===== src/rtl/pc_pkg.sv =====
// Shared encodings and default sizes for the program counter block.
// Pure declarations: no logic, no latency, no flow control.
// PC_RAS_EN (build macro) selects whether the return-address stack exists.
package pc_pkg;

    localparam int ADDR_W_DEF    = 16;
    localparam int IMM_W_DEF     = 11;
    localparam int RAS_DEPTH_DEF = 4;

    typedef enum logic [1:0] {
        BR_EQ = 2'd0,
        BR_NE = 2'd1,
        BR_LT = 2'd2,
        BR_GE = 2'd3
    } br_cond_t;

    typedef enum logic [1:0] {
        PCSRC_INC = 2'd0,
        PCSRC_BR  = 2'd1,
        PCSRC_JMP = 2'd2,
        PCSRC_RST = 2'd3
    } pc_src_t;

endpackage


===== src/rtl/pc_unit_if.sv =====
// Control/flag/address bundle between control FSM and PC block.
// Wires only; timing is set by the pc_unit register.
// No backpressure: the PC block accepts every qualified update.
interface pc_unit_if
    import pc_pkg::*;
#(
    parameter int ADDR_W = ADDR_W_DEF,
    parameter int IMM_W  = IMM_W_DEF
);
    logic              PCWrite;
    logic              Branch;
    br_cond_t          BrCond;
    logic              Zero;
    logic              Neg;
    logic [ADDR_W-1:0] PCInA;
    logic [IMM_W-1:0]  IRIn;
    logic [ADDR_W-1:0] PCInC;
    pc_src_t           PCSrc;
    logic              Call;
    logic              Ret;
    logic [ADDR_W-1:0] PCOut;
    logic              RasEmpty;
    logic              RasFull;
    logic              RasErr;

    modport master (
        output PCWrite, Branch, BrCond, Zero, Neg, PCInA, IRIn, PCInC, PCSrc, Call, Ret,
        input  PCOut, RasEmpty, RasFull, RasErr
    );

    modport slave (
        input  PCWrite, Branch, BrCond, Zero, Neg, PCInA, IRIn, PCInC, PCSrc, Call, Ret,
        output PCOut, RasEmpty, RasFull, RasErr
    );
endinterface


===== src/rtl/pc_ras.sv =====
// Return-address LIFO: push, pop, replace-top; oldest entry dropped on overflow.
// Latency: one cycle, top/depth/flags registered on the operation edge.
// No backpressure: over/underflow are absorbed and reported on the sticky err.
module pc_ras #(
    parameter int DEPTH = 4,
    parameter int W     = 16,
    parameter int DW    = $clog2(DEPTH + 1)
) (
    input  logic          clk,
    input  logic          reset,
    input  logic          push,
    input  logic          pop,
    input  logic          repl,
    input  logic [W-1:0]  din,
    output logic [W-1:0]  top,
    output logic [DW-1:0] depth,
    output logic          full,
    output logic          empty,
    output logic          err
);

    // Index 0 holds the oldest entry; the live top sits at depth-1.
    logic [W-1:0] stk [DEPTH];

    assign full  = (depth == DW'(DEPTH));
    assign empty = (depth == '0);

    always_comb begin
        top = '0;
        for (int i = 0; i < DEPTH; i++) begin
            if (DW'(i + 1) == depth) top = stk[i];
        end
    end

    always_ff @(posedge clk) begin
        if (reset) begin
            depth <= '0;
            err   <= 1'b0;
            for (int i = 0; i < DEPTH; i++) stk[i] <= '0;
        end else if (push) begin
            if (full) begin
                for (int i = 0; i < DEPTH - 1; i++) stk[i] <= stk[i + 1];
                stk[DEPTH - 1] <= din;
                err            <= 1'b1;
            end else begin
                for (int i = 0; i < DEPTH; i++) begin
                    if (DW'(i) == depth) stk[i] <= din;
                end
                depth <= depth + DW'(1);
            end
        end else if (pop) begin
            if (empty) err <= 1'b1;
            else       depth <= depth - DW'(1);
        end else if (repl) begin
            if (empty) begin
                err <= 1'b1;
            end else begin
                for (int i = 0; i < DEPTH; i++) begin
                    if (DW'(i + 1) == depth) stk[i] <= din;
                end
            end
        end
    end

endmodule


===== src/rtl/pc_unit.sv =====
// Program counter with branch conditions and optional return-address stack (PC_RAS_EN).
// Latency: PCOut and RAS flags update one cycle after the qualifying edge.
// No backpressure: every load is taken; idle cycles hold PC and stack.
module pc_unit
    import pc_pkg::*;
#(
    parameter int                ADDR_W    = ADDR_W_DEF,
    parameter int                IMM_W     = IMM_W_DEF,
    parameter int                RAS_DEPTH = RAS_DEPTH_DEF,
    parameter logic [ADDR_W-1:0] RESET_VEC = '0
) (
    input  logic     CLK,
    input  logic     reset,
    pc_unit_if.slave pc_if
);

    logic              cond;
    logic              load;
    logic [ADDR_W-1:0] br_tgt;
    logic [ADDR_W-1:0] mux_pc;
    logic [ADDR_W-1:0] next_pc;
    logic [ADDR_W-1:0] pc_q;

    always_comb begin
        cond = 1'b0;
        case (pc_if.BrCond)
            BR_EQ: cond = pc_if.Zero;
            BR_NE: cond = ~pc_if.Zero;
            BR_LT: cond = pc_if.Neg;
            BR_GE: cond = ~pc_if.Neg;
            default: cond = 1'b0;
        endcase
    end

    assign load = pc_if.PCWrite | (pc_if.Branch & cond);

    // Zero-extend then shift left by one; bits beyond ADDR_W fall off.
    generate
        if (ADDR_W > IMM_W + 1) begin : g_br_wide
            assign br_tgt = {{(ADDR_W - IMM_W - 1){1'b0}}, pc_if.IRIn, 1'b0};
        end else if (ADDR_W == IMM_W + 1) begin : g_br_fit
            assign br_tgt = {pc_if.IRIn, 1'b0};
        end else begin : g_br_trunc
            assign br_tgt = {pc_if.IRIn[ADDR_W-2:0], 1'b0};
        end
    endgenerate

    always_comb begin
        mux_pc = RESET_VEC;
        case (pc_if.PCSrc)
            PCSRC_INC: mux_pc = pc_if.PCInA;
            PCSRC_BR:  mux_pc = br_tgt;
            PCSRC_JMP: mux_pc = pc_if.PCInC;
            PCSRC_RST: mux_pc = RESET_VEC;
            default:   mux_pc = RESET_VEC;
        endcase
    end

`ifdef PC_RAS_EN
    localparam int DW = $clog2(RAS_DEPTH + 1);

    logic [ADDR_W-1:0] ras_top;
    logic [DW-1:0]     ras_depth;
    logic              ras_full;
    logic              ras_empty;
    logic              ras_err;

    pc_ras #(
        .DEPTH (RAS_DEPTH),
        .W     (ADDR_W),
        .DW    (DW)
    ) u_ras (
        .clk   (CLK),
        .reset (reset),
        .push  (load & pc_if.Call & ~pc_if.Ret),
        .pop   (load & pc_if.Ret & ~pc_if.Call),
        .repl  (load & pc_if.Call & pc_if.Ret),
        .din   (pc_if.PCInA),
        .top   (ras_top),
        .depth (ras_depth),
        .full  (ras_full),
        .empty (ras_empty),
        .err   (ras_err)
    );

    // Return wins over the PCSrc mux; an empty stack sends us to the reset vector.
    always_comb begin
        next_pc = mux_pc;
        if (pc_if.Ret) next_pc = ras_empty ? RESET_VEC : ras_top;
    end

    assign pc_if.RasEmpty = (ras_depth == '0);
    assign pc_if.RasFull  = ras_full;
    assign pc_if.RasErr   = ras_err;
`else
    assign next_pc        = mux_pc;
    assign pc_if.RasEmpty = 1'b1;
    assign pc_if.RasFull  = 1'b0;
    assign pc_if.RasErr   = 1'b0;
`endif

    always_ff @(posedge CLK) begin
        if (reset)     pc_q <= RESET_VEC;
        else if (load) pc_q <= next_pc;
    end

    assign pc_if.PCOut = pc_q;

endmodule


===== src/flat_wrapper.sv =====
// flat-port wrapper written by rule: the top's interface ports become plain ports
module pc_unit_flat import pc_pkg::*;
#(
    parameter int                ADDR_W    = ADDR_W_DEF,
    parameter int                IMM_W     = IMM_W_DEF,
    parameter int                RAS_DEPTH = RAS_DEPTH_DEF,
    parameter logic [ADDR_W-1:0] RESET_VEC = '0
)
  (CLK, reset, pc_if_PCWrite, pc_if_Branch, pc_if_BrCond, pc_if_Zero, pc_if_Neg, pc_if_PCInA, pc_if_IRIn, pc_if_PCInC, pc_if_PCSrc, pc_if_Call, pc_if_Ret, pc_if_PCOut, pc_if_RasEmpty, pc_if_RasFull, pc_if_RasErr);
  pc_unit_if #(.ADDR_W(ADDR_W), .IMM_W(IMM_W)) pc_if_i ();
  input  logic CLK;
  input  logic reset;
  input wire logic [$bits(pc_if_i.PCWrite)-1:0] pc_if_PCWrite;
  input wire logic [$bits(pc_if_i.Branch)-1:0] pc_if_Branch;
  input wire logic [$bits(pc_if_i.BrCond)-1:0] pc_if_BrCond;
  input wire logic [$bits(pc_if_i.Zero)-1:0] pc_if_Zero;
  input wire logic [$bits(pc_if_i.Neg)-1:0] pc_if_Neg;
  input wire logic [$bits(pc_if_i.PCInA)-1:0] pc_if_PCInA;
  input wire logic [$bits(pc_if_i.IRIn)-1:0] pc_if_IRIn;
  input wire logic [$bits(pc_if_i.PCInC)-1:0] pc_if_PCInC;
  input wire logic [$bits(pc_if_i.PCSrc)-1:0] pc_if_PCSrc;
  input wire logic [$bits(pc_if_i.Call)-1:0] pc_if_Call;
  input wire logic [$bits(pc_if_i.Ret)-1:0] pc_if_Ret;
  output wire logic [$bits(pc_if_i.PCOut)-1:0] pc_if_PCOut;
  output wire logic [$bits(pc_if_i.RasEmpty)-1:0] pc_if_RasEmpty;
  output wire logic [$bits(pc_if_i.RasFull)-1:0] pc_if_RasFull;
  output wire logic [$bits(pc_if_i.RasErr)-1:0] pc_if_RasErr;
  assign pc_if_i.PCWrite = pc_if_PCWrite;
  assign pc_if_i.Branch = pc_if_Branch;
  assign pc_if_i.BrCond = pc_if_BrCond;
  assign pc_if_i.Zero = pc_if_Zero;
  assign pc_if_i.Neg = pc_if_Neg;
  assign pc_if_i.PCInA = pc_if_PCInA;
  assign pc_if_i.IRIn = pc_if_IRIn;
  assign pc_if_i.PCInC = pc_if_PCInC;
  assign pc_if_i.PCSrc = pc_if_PCSrc;
  assign pc_if_i.Call = pc_if_Call;
  assign pc_if_i.Ret = pc_if_Ret;
  assign pc_if_PCOut = pc_if_i.PCOut;
  assign pc_if_RasEmpty = pc_if_i.RasEmpty;
  assign pc_if_RasFull = pc_if_i.RasFull;
  assign pc_if_RasErr = pc_if_i.RasErr;
  pc_unit #(.ADDR_W(ADDR_W), .IMM_W(IMM_W), .RAS_DEPTH(RAS_DEPTH), .RESET_VEC(RESET_VEC)) u_core (.CLK(CLK), .reset(reset), .pc_if(pc_if_i));
endmodule

===== config.mk =====
export PLATFORM = sky130hd
export DESIGN_NAME = pc_unit_flat
export DESIGN_NICKNAME = d
export VERILOG_FILES = /design/src/rtl/pc_pkg.sv /design/src/rtl/pc_unit_if.sv /design/src/rtl/pc_ras.sv /design/src/rtl/pc_unit.sv /design/src/flat_wrapper.sv
export SDC_FILE = /design/constraint.sdc
export NUM_CORES = 1
export LEC_CHECK = 0
export CAP_MARGIN = 20
export CORE_MARGIN = 4
export CORE_UTILIZATION = 36
export CTS_CLUSTER_SIZE = 30
export DETAILED_ROUTE_END_ITERATION = 10
export GPL_TIMING_DRIVEN = 0
export PLACE_DENSITY = 0.92
export SETUP_SLACK_MARGIN = 0.15
export SLEW_MARGIN = 20
export SYNTH_ARGS = -nofsm -noshare
export SYNTH_HDL_FRONTEND = slang
export SYNTH_SLANG_ARGS = --single-unit

===== constraint.sdc =====
create_clock -name CLK -period 3.9 [get_ports CLK]
set_clock_uncertainty 0.2 [all_clocks]
set_input_delay 0.975 -clock CLK [delete_from_list [all_inputs] [get_ports CLK]]
set_output_delay 0.975 -clock CLK [all_outputs]
set_load 0.1 [all_outputs]

==> results.py <==
metrics = {
    "die": {
        "die_x_um": 60,
        "core_um2": 2520,
        "dieArea_um2": 3600,
        "start_util_pct": 38.6,
        "die_h_um": 60,
        "num_rows": 18,
        "ios": 74,
    },
    "timing": {
        "setup_tns_ns": 0,
        "fin_crit_ns": 2.99,
        "setup_viol": 0,
        "slew_viol_final": 0,
        "layout_setup_ws_ns": 0.912,
        "clock.fmax_ghz": 0.335,
        "relSlewSlack_pct": 33.5,
        "rsz0062_at_grt": "no",
        "fin_crit_sh_pct": 76.6,
        "worst_pin_slew_ns": 0.994,
        "final-hold-violation-count": 0,
    },
    "worst_setup_path": {
        "crit_start": "u_core.pc_if.PCOut[6]",
        "slowest_delay_ns": 1.15,
        "startpoint_type": "flip-flop",
        "path_cells": "clkdlybuf4s50_1",
        "critPathBufInv": 1,
        "crit_type": "flip-flop to output pin",
        "crit_arrival_ns": 1.81,
        "crit_path_top_delay_cell": "clkdlybuf4s50_1",
        "endpoint_kind": "output pin",
        "crit_fanout": 2,
        "path_delay_family": "buffers and inverters",
        "cp.required_ns": 2.72,
        "rr_startpoint": "u_core.pc_if.PCOut[12]",
    },
    "routing": {
        "wl_met1_mm": 1.24,
        "met2_length_mm": 1.76,
        "drc": 0,
        "wl_per_cell_um": 15.8,
        "postRouteAntennaNets": 0,
        "drt-pass1-iter-count": 6,
        "route.vias.total": 1133,
        "routed_wl_mm": 3.33,
        "drt_iter0_markers": 31,
        "top_layer": "met4",
        "viasPerCell": 5.40,
        "wl_met3_um": 309,
    },
    "clocking": {
        "cts_root_buf": "clkbuf_4",
        "clk_path_buf_depth": 2,
        "cts.hold.buffers_added": 0,
        "clkLatencyLatePin_ns": 0.29,
        "cts_tree": "built",
        "clock-sinks": 16,
        "cts_repair_resize_count": 0,
        "cts_buffers": 3,
        "cts_setup_buffers": 0,
        "cts_max_level": 1,
        "clk_pin_slew_ns": 0.10,
    },
    "power": {
        "power.density_nw_per_um2": 323,
        "irDropWorstVdd_mv": 0.252,
        "leakage_nw": 0.699,
    },
    "finish": {
        "final_nets": 236,
        "layout_commonest_cell": "clkdlybuf4s50_1",
        "final_cell_mix": "66 x clkdlybuf4s50_1, 18 x mux2i_1, 16 x dfxtp_1, 12 x nand2_1",
        "layout-drive-gt1-share_pct": 7.78,
        "syn2layout_area_growth_pct": 75.8,
        "post-route-util_pct": 67.9,
        "antennaDiodeCount": 0,
        "largest_register_ffs": 16,
        "fill_cells": 215,
        "layoutNonFillerInstCount": 210,
    },
    "grt": {
        "grt_pass1_wl_mm": 4.96,
        "grt_max_degree": 11,
        "grt_antenna_before_repair": 0,
        "grt_usage_pct": 18.3,
        "grt_remaining_overflow": 0,
        "grt_pass1_vias": 1134,
    },
    "yosys": {
        "synth-seq-cells": 16,
        "synthCells": 109,
        "yosysWarnings": 0,
        "syn_area_um2": 973,
        "synthDistinctLibCells": 15,
        "synth-seq-area-share_pct": 32.9,
        "synth_area_per_cell_um2": 8.93,
    },
    "outcome": {
        "outcome": "finished clean",
    },
    "flow_run": {
        "cap_viol_max_count": 0,
    },
    "placement": {
        "gp_congestion": 0.757,
        "numPlacedInstances": 206,
        "post-place-ws_ns": 0.929,
        "io_buffers": 66,
        "detailed_place_hpwl_mm": 2.65,
    },
    "worst_hold_path": {
        "min_path_type": "flip-flop to flip-flop",
        "hold_start": "u_core.pc_if.PCOut[15]",
    },
}
## synth_stat cells, drive strengths merged
cell type  number  area, um2
mux2i          18        180
dfxtp          16        320
nand2          12       45.0
o221ai         11       96.3
o311a          11        110
buf            10       62.6
clkbuf          6       22.5
inv             6       22.5
nor3            5       25.0
o21ai           5       25.0
o41ai           5       43.8
conb            2       7.51
nand2b          1       6.26
nor2b           1       6.26
## power breakdown
part	switching, W	internal (W)
clock	0.0000563	0.0000569
combinational	0.000158	0.0000968
sequential	0.00000759	0.000176
## area by class of cell
type,count,area [um2],share of cell area (%)
Timing Repair Buffer,66,661,38.6
Multi-Input combinational cell,72,549,32.1
Sequential cell,16,320,18.7
Buffer,16,85.1,4.97
Tap cell,30,37.5,2.19
Clock buffer,4,36.3,2.12
Inverter,6,22.5,1.32
## through the flow
step	area [um2]	hold slack (ns)	total power [W]
global route	1710	0.294	0.000578
global placement	1680	0.250	0.000437
CTS	1710	0.275	0.000553
detailed placement	1680	0.260	0.000442
finish	1710	0.274	0.000552
floorplan	977	0.692	0.000352
## routing by layer
layer / up-vias / global-route usage [%]
li1: 553 / -
met1: 521 / 20.4
met2: 55 / 33.2
met3: 4 / 4.97
met4: 0 / 6.01
met5: - / 0
## cells by family (layout without fill, tap and decap cells)
logic type | after synthesis | in the layout | synth area share, %
simple gates | 19 | 19 | 8.48
mux | 18 | 18 | 18.5
flops | 16 | 16 | 32.9
compound gates | 32 | 32 | 28.3
other cells | 2 | 3 | 0.771
buf+inv | 22 | 92 | 11.1
## final timing paths
kind,end,cells past startpoint,slack [ns]
worst max register to register,u_core.pc_if.PCOut[12],2,2.90
worst min-delay path,u_core.pc_if.PCOut[15],2,0.27
worst max-delay path,pc_if_PCOut[6],1,0.91
worst min register to register,u_core.pc_if.PCOut[15],2,0.27
(Power assumes the default switching activity.)
